[config.mk]
export PLATFORM = sky130hd
export DESIGN_NAME = slice_sched
export DESIGN_NICKNAME = d
export VERILOG_FILES = /design/src/rtl/slice_sched.sv
export SDC_FILE = /design/constraint.sdc
export NUM_CORES = 2
export LEC_CHECK = 0
export ABC_CLOCK_PERIOD_IN_PS = 20600
export BUFFER_PORTS_ARGS = -buffer_cell sky130_fd_sc_hd__clkbuf_2
export CAP_MARGIN = 20
export CORE_UTILIZATION = 48
export DETAILED_ROUTE_END_ITERATION = 8
export PLACE_DENSITY = 0.74
export SLEW_MARGIN = 25
export SYNTH_ARGS = -nofsm -noshare
export SYNTH_HDL_FRONTEND = slang
export SYNTH_SLANG_ARGS = --single-unit
[constraint.sdc]
create_clock -name clk -period 20.6 [get_ports clk]
set_input_delay 4.12 -clock clk [delete_from_list [all_inputs] [get_ports clk]]
set_output_delay 4.12 -clock clk [all_outputs]
set_load 0.02 [all_outputs]
[src/rtl/slice_sched.sv]
// slice_sched: double-buffered frame sequencer that walks a slice pointer down each frame for the Viterbi slicer.
// Define SLICE_SCHED_STARVE_CNT_EN to add o_starve_cnt, a saturating count of starved RUN cycles.
module slice_sched #(
  parameter int FRAME_W   = 276,
  parameter int PTR_W     = 9,
  parameter int DRAIN_CYC = 2
) (
  input  logic               clk,
  input  logic               rst,
  input  logic               i_start,
  input  logic               i_code_rate,
  input  logic               i_frame_valid,
  input  logic [FRAME_W-1:0] i_frame,
  input  logic               i_last_frame,
  output logic               o_frame_ready,
  input  logic               i_dec_ready,
  output logic               o_en_s,
  output logic [FRAME_W-1:0] o_frame,
  output logic [PTR_W-1:0]   o_ptr,
  output logic               o_ood,
  output logic               o_busy,
  output logic               o_done
`ifdef SLICE_SCHED_STARVE_CNT_EN
  ,
  output logic [15:0]        o_starve_cnt
`endif
);

  localparam logic CODE_RATE_2 = 1'b0;
  localparam logic CODE_RATE_3 = 1'b1;

  localparam logic [PTR_W-1:0] PTR_TOP = PTR_W'(FRAME_W - 1);
  localparam logic [PTR_W-1:0] STEP_R2 = PTR_W'(4);
  localparam logic [PTR_W-1:0] STEP_R3 = PTR_W'(6);
  localparam logic [PTR_W-1:0] LAST_R2 = PTR_W'(3);
  localparam logic [PTR_W-1:0] LAST_R3 = PTR_W'(5);

  localparam int                DCNT_W    = (DRAIN_CYC > 1) ? $clog2(DRAIN_CYC) : 1;
  localparam logic [DCNT_W-1:0] DCNT_LAST = DCNT_W'(DRAIN_CYC - 1);

  typedef enum logic [1:0] {
    IDLE,
    LOAD,
    RUN,
    DRAIN
  } state_t;

  state_t              state;
  logic [FRAME_W-1:0]  act_frame;
  logic [FRAME_W-1:0]  shd_frame;
  logic                act_full;
  logic                act_last;
  logic                shd_full;
  logic                shd_last;
  logic                last_acc;
  logic [PTR_W-1:0]    ptr_q;
  logic [PTR_W-1:0]    step_q;
  logic [PTR_W-1:0]    last_ptr_q;
  logic [DCNT_W-1:0]   drain_cnt;

  logic                accept;
  logic                final_slice;
  logic                release_act;

  // Only one frame may wait behind the active one, and nothing follows the final frame of a run.
  assign o_frame_ready = ((state == LOAD) || (state == RUN)) && !shd_full && !last_acc;
  assign accept        = i_frame_valid && o_frame_ready;

  assign o_en_s        = (state == RUN) && act_full && i_dec_ready;
  assign final_slice   = (ptr_q == last_ptr_q);
  assign release_act   = o_en_s && final_slice;
  assign o_ood         = release_act && act_last;

  assign o_frame       = act_frame;
  assign o_ptr         = ptr_q;
  assign o_busy        = (state != IDLE);
  assign o_done        = (state == DRAIN) && (drain_cnt == DCNT_LAST);

  always_ff @(posedge clk or posedge rst) begin
    if (rst) begin
      state      <= IDLE;
      act_frame  <= '0;
      shd_frame  <= '0;
      act_full   <= 1'b0;
      act_last   <= 1'b0;
      shd_full   <= 1'b0;
      shd_last   <= 1'b0;
      last_acc   <= 1'b0;
      ptr_q      <= PTR_TOP;
      step_q     <= STEP_R2;
      last_ptr_q <= LAST_R2;
      drain_cnt  <= '0;
    end else begin
      case (state)
        IDLE: begin
          if (i_start) begin
            state     <= LOAD;
            act_frame <= '0;
            shd_frame <= '0;
            act_full  <= 1'b0;
            act_last  <= 1'b0;
            shd_full  <= 1'b0;
            shd_last  <= 1'b0;
            last_acc  <= 1'b0;
            ptr_q     <= PTR_TOP;
            drain_cnt <= '0;
            case (i_code_rate)
              CODE_RATE_2: begin
                step_q     <= STEP_R2;
                last_ptr_q <= LAST_R2;
              end
              CODE_RATE_3: begin
                step_q     <= STEP_R3;
                last_ptr_q <= LAST_R3;
              end
              default: begin
                step_q     <= STEP_R2;
                last_ptr_q <= LAST_R2;
              end
            endcase
          end
        end

        LOAD: begin
          if (accept) begin
            state     <= RUN;
            act_frame <= i_frame;
            act_full  <= 1'b1;
            act_last  <= i_last_frame;
            last_acc  <= i_last_frame;
            ptr_q     <= PTR_TOP;
          end
        end

        RUN: begin
          if (accept && i_last_frame) begin
            last_acc <= 1'b1;
          end
          if (release_act) begin
            ptr_q <= PTR_TOP;
            if (act_last) begin
              state     <= DRAIN;
              act_full  <= 1'b0;
              drain_cnt <= '0;
            end else if (shd_full) begin
              act_frame <= shd_frame;
              act_last  <= shd_last;
              shd_full  <= 1'b0;
              shd_last  <= 1'b0;
            end else if (accept) begin
              // A frame arriving on the release edge bypasses the shadow so the slicer sees no bubble.
              act_frame <= i_frame;
              act_last  <= i_last_frame;
            end else begin
              act_full <= 1'b0;
              act_last <= 1'b0;
            end
          end else begin
            if (o_en_s) begin
              ptr_q <= ptr_q - step_q;
            end
            if (accept) begin
              if (!act_full) begin
                act_frame <= i_frame;
                act_full  <= 1'b1;
                act_last  <= i_last_frame;
                ptr_q     <= PTR_TOP;
              end else begin
                shd_frame <= i_frame;
                shd_full  <= 1'b1;
                shd_last  <= i_last_frame;
              end
            end
          end
        end

        DRAIN: begin
          if (drain_cnt == DCNT_LAST) begin
            state <= IDLE;
          end else begin
            drain_cnt <= drain_cnt + DCNT_W'(1);
          end
        end

        default: state <= IDLE;
      endcase
    end
  end

`ifdef SLICE_SCHED_STARVE_CNT_EN
  // An empty active buffer in RUN always means the run has not ended, since the last release leaves RUN.
  always_ff @(posedge clk or posedge rst) begin
    if (rst) begin
      o_starve_cnt <= '0;
    end else if ((state == IDLE) && i_start) begin
      o_starve_cnt <= '0;
    end else if ((state == RUN) && !act_full && (o_starve_cnt != 16'hFFFF)) begin
      o_starve_cnt <= o_starve_cnt + 16'd1;
    end
  end
`endif

endmodule

# After elaboration in Yosys (flattened, before gate mapping)
# Index checks and enable logic that the tools add are counted.
[totals]
register_bits = 587
in_bits = 283
output_inout_bits = 290
word_cells = 122
[classes]
addsub = 2
eq_ne = 20
n_mux = 59
n_bitwise = 1
n_reduce_logical = 28
[op_table]
columns = ["op", "count"]
rows = [
  ["$mux 276", 10],
  ["$pmux 276 s3", 1],
  ["$pmux 276 s2", 1],
  ["$mux 9", 6],
  ["$pmux 9 s2", 2],
  ["$pmux 9 s3", 1],
  ["$mux 1", 26],
  ["$reduce_and 5->1", 5],
  ["$ne 2x2->1 const B", 8],
  ["$ne 3x3->1 const B", 5],
  ["$pmux 1 s3", 4],
  ["$reduce_and 4->1", 3],
  ["$mux 2", 5],
  ["$eq 9x9->1", 1],
  ["$logic_and 1x1->1", 9],
  ["$sub 9x9->9", 1],
  ["$ne 4x4->1 const B", 2],
  ["$pmux 2 s4", 1],
  ["$reduce_and 6->1", 1],
  ["$reduce_bool 3->1", 2],
  ["$eq 2x2->1 const B", 2],
  ["$pmux 1 s2", 2],
  ["$reduce_bool 2->1", 2],
  ["$reduce_and 3->1", 1],
  ["8 further kinds", 9],
]

# Longest topological paths before layout
[logic_depth]
ltp_word = 10
depth_mapped = 13
depth_no_buf = 8

# Worst setup path after synthesis
# OpenSTA, ideal clock, no wires.
[synth_path]
kind = "input -> output"
startpoint = "input port i_dec_ready"
endpoint = "output port o_ood"
t_arrival_ns = 5.213
required_time_ns = 16.480
setup_slack_ns = 11.267
cell_stages = 5
n_path_buf = 1
cell_sequence = "nand3_1 -> inv_1 -> nand2b_1 -> clkbuf_1 -> nor3_1"
[synth_via]
elab_chain_cells = 3
[synth_rtl]
columns = ["item", "line", "text"]
rows = [
  ["start, declared", "16", "input logic i_dec_ready,"],
  ["$logic_and 1x1->1", "69", "assign o_en_s = (state == RUN) && act_full && i_dec_ready;"],
  ["named net o_en_s", "17", "output logic o_en_s,"],
  ["$logic_and 1x1->1", "71", "assign release_act = o_en_s && final_slice;"],
  ["$logic_and 1x1->1", "72", "assign o_ood = release_act && act_last;"],
  ["end, declared", "20", "output logic o_ood,"],
]
# The timed path passes the listed nets, and every way through them passes these cells.

# Worst setup path in the final report
[layout_path]
startpoint = "input port i_dec_ready"
endpoint = "output port o_ood"
[layout_via]
elab_chain_cells = 3
[layout_rtl]
columns = ["item", "line"]
rows = [
  ["$logic_and 1x1->1", "69"],
  ["$logic_and 1x1->1", "71"],
  ["$logic_and 1x1->1", "72"],
]
# Every way passes these cells.

==> metrics.yaml <==
sta:
  fin_skew_ns: 0.0241
  period_needed_ns: 9.44
  relSlewSlack_pct: 23.5
  worst_pin_slew_ns: 1.15
  period_share_pct: 45.8
  hold_viol: 0
  fin_setup_tns_ns: 0
  rsz0062_at_grt: "no"
  max_freq_ghz: 0.106
  drv_slew: 0
  setup_viol: 0
worst_setup_path:
  path_class: "input port to primary output"
  cp_data_arrival_time_ns: 5.32
  cp-start-kind: "input port"
  worst-path-max-fanout: 7
  worst_setup_path_end_kind: "primary output"
  cp_data_required_time_ns: 16.48
floorplan:
  core_um2: 60700
  ios: 573
  dieArea_um2: 62800
  initial_core_util_pct: 48.9
  die_h_um: 251
  std_cell_rows: 90
  chipWidth_um: 251
route:
  viasPerCell: 6.04
  drc_errors: 0
  wire_per_inst_um: 20.6
  drt_iter0_drc: 3103
  ant_nets: 0
  vias: 28181
  dr.pass1.iters: 7
  drt-total-wl_um: 96300
clock_tree:
  cts_hold_buf: 0
  cts_made_buffers: 66
  clk_path_buf_depth: 3
  worstSkewPairLatency_ns: 0.59
  cts_resized: 0
  clock_sinks: 571
  ctsHtreeMaxLevel: 3
  cts_root_buf: "clkbuf_16"
  cts_setup_buffers: 0
  cts_tree: "done"
  path_clk_slew_ns: 0.06
pwr:
  ir_drop_mv: 0.162
  power.density_nw_per_um2: 179
  p_leak_uw: 0.0177
grt:
  met2_usage_pct: 45.2
  globalRouteMet1Util_pct: 41.3
  grt.total_usage_pct: 29.7
  busiest_layer: "met2"
  grt_pass1_wl_um: 150000
  use_met3_pct: 7.43
  grt_max_degree: 203
  antenna_found_initial: 19
  grt_overflow: 0
  grt_pass1_vias: 25602
final_layout:
  area_growth_pct: 17.1
  drive_gt1_share_pct: 19.2
  fillCellCount: 5418
  final_util_pct: 57.3
  nNetsFinal: 4111
  final_area_um2: 34800
job:
  cap_violations: 0
synthesis:
  synth_edf_count: 0
  async_flop_share_pct: 100
  yosys_warnings: 0
  ys_seq_area_share_pct: 48.2
  ys_ff_latch: 571
  synth_nets: 3771
  yosysUniqueCellTypes: 47
  syn_avg_cell_area_um2: 8.53
  synthFlopType: "dfrtp_1"
  syn_inst: 3481
  synth_top_area_share_pct: 47.7
  yosysTopAreaCell: "dfrtp_1"
  ys_top_cells_by_area: "dfrtp_1, nand2_1, a221o_1"
  netlist_area_um2: 29700
place:
  detailed_place.area_um2: 32400
  place_hpwl_um: 54800
  gp_congestion: 0.852
  portBuffers: 572
hold_path:
  worstHoldPathType: "register to register"
outcome:
  status: "finished, final reports clean"
[placed cells by master, fill, tap and decap left out, drive strengths merged, types with 5 or more instances in the layout]
master,count
dfrtp,566
clkbuf,672
xnor2,6
clkinv,8
nand2,1356
diode,11
nor2,11
buf,43
a21oi,284
o21ai,251
a221o,244
a22o,276
nor3,6
o2bb2ai,33
inv,15
dfstp,5
a221oi,35
ha,7
nand2b,6
[logic make-up after synthesis]
family / Yosys count / share of synthesized area [%]
muxes: 6 / 0.219
adders and majority gates: 7 / 0.295
xor gates and xnor gates: 8 / 0.236
DFF: 571 / 48.2
and+or+nand+nor: 1399 / 18.0
buffers and inverters: 355 / 5.28
AOI/OAI and AO/OA: 1135 / 27.8
[synth_stat cells, drive strengths merged, types with 2 or more instances]
| library cell | count |
|---|---|
| dfstp | 5 |
| a22o | 276 |
| o2bb2ai | 33 |
| ha | 7 |
| o21ai | 251 |
| nand2b | 6 |
| nor2 | 11 |
| xnor2 | 6 |
| clkbuf | 258 |
| dfrtp | 566 |
| a221oi | 35 |
| buf | 85 |
| mux2i | 2 |
| or4 | 2 |
| nor3b | 3 |
| and2 | 4 |
| nand2 | 1356 |
| inv | 12 |
| xor2 | 2 |
| mux2 | 4 |
| a32oi | 2 |
| a221o | 244 |
| a21oi | 284 |
| nor4 | 2 |
| nor3 | 6 |
| o22ai | 2 |
[power by group]
| group | total [µW] | switching [µW] | internal (µW) |
|---|---|---|---|
| Sequential | 1950 | 353 | 1600 |
| Combinational | 3070 | 2090 | 971 |
| Clock | 1210 | 481 | 726 |
[stage by stage]
step                total power (µW)  setup WS [ns]  hold slack [ns]  cells
finish                          6220          11.16            0.479   4665
CTS                             6210          11.17            0.483   4652
global placement                4920          11.19            0.461   4533
floorplan                       4110          0.516            0.450   3481
global route                    6610          11.01            0.499   4664
detailed placement              4980          11.18            0.470   4533
[worst max-delay path, cell delays in order]
cell and delay (ns):
clkbuf_2 0.09, nand3_1 0.14, inv_1 0.16, nand2b_1 0.21, nor3_1 0.35, clkbuf_2 0.25
[routing by layer]
| layer | up-vias | part of all wire, % |
|---|---|---|
| met3 | 218 | 9.7 |
| met2 | 1365 | 46 |
| li1 | 12989 | - |
| met5 | - | 0.12 |
| met4 | 16 | 3.4 |
| met1 | 13593 | 41 |
[area by class of cell]
type | count | area (µm²) | area share, %
Antenna cell | 11 | 27.5 | 0.0792
Clock buffer | 100 | 2010 | 5.79
Clock inverter | 19 | 216 | 0.622
Inverter | 12 | 52.6 | 0.151
Multi-Input combinational cell | 2555 | 13900 | 40.0
Sequential cell | 571 | 14300 | 41.1
Tap cell | 782 | 978 | 2.81
Timing Repair Buffer | 615 | 3270 | 9.42
[worst paths after layout]
kind / from / end / slack (ns) / depth (start not counted)
max in group asynchronous: rst / shd_frame[12] / 14.34 / 5
setup reg to reg: state[0] / o_frame[266] / 14.78 / 9
hold reg to reg: shd_frame[90] / shd_frame[90] / 0.48 / 2
min in group asynchronous: rst / shd_frame[231] / 3.63 / 2
setup / recovery: i_dec_ready / o_ood / 11.16 / 6
hold / removal: shd_frame[90] / shd_frame[90] / 0.48 / 2
[flip-flops by register name, summed over array words and instances, names as in the netlist, 2 cells and up]
name and flops:
o_frame 276, shd_frame 276, o_ptr 9, last_ptr_q 2, state 2
Power figures use the tool's default switching activity.
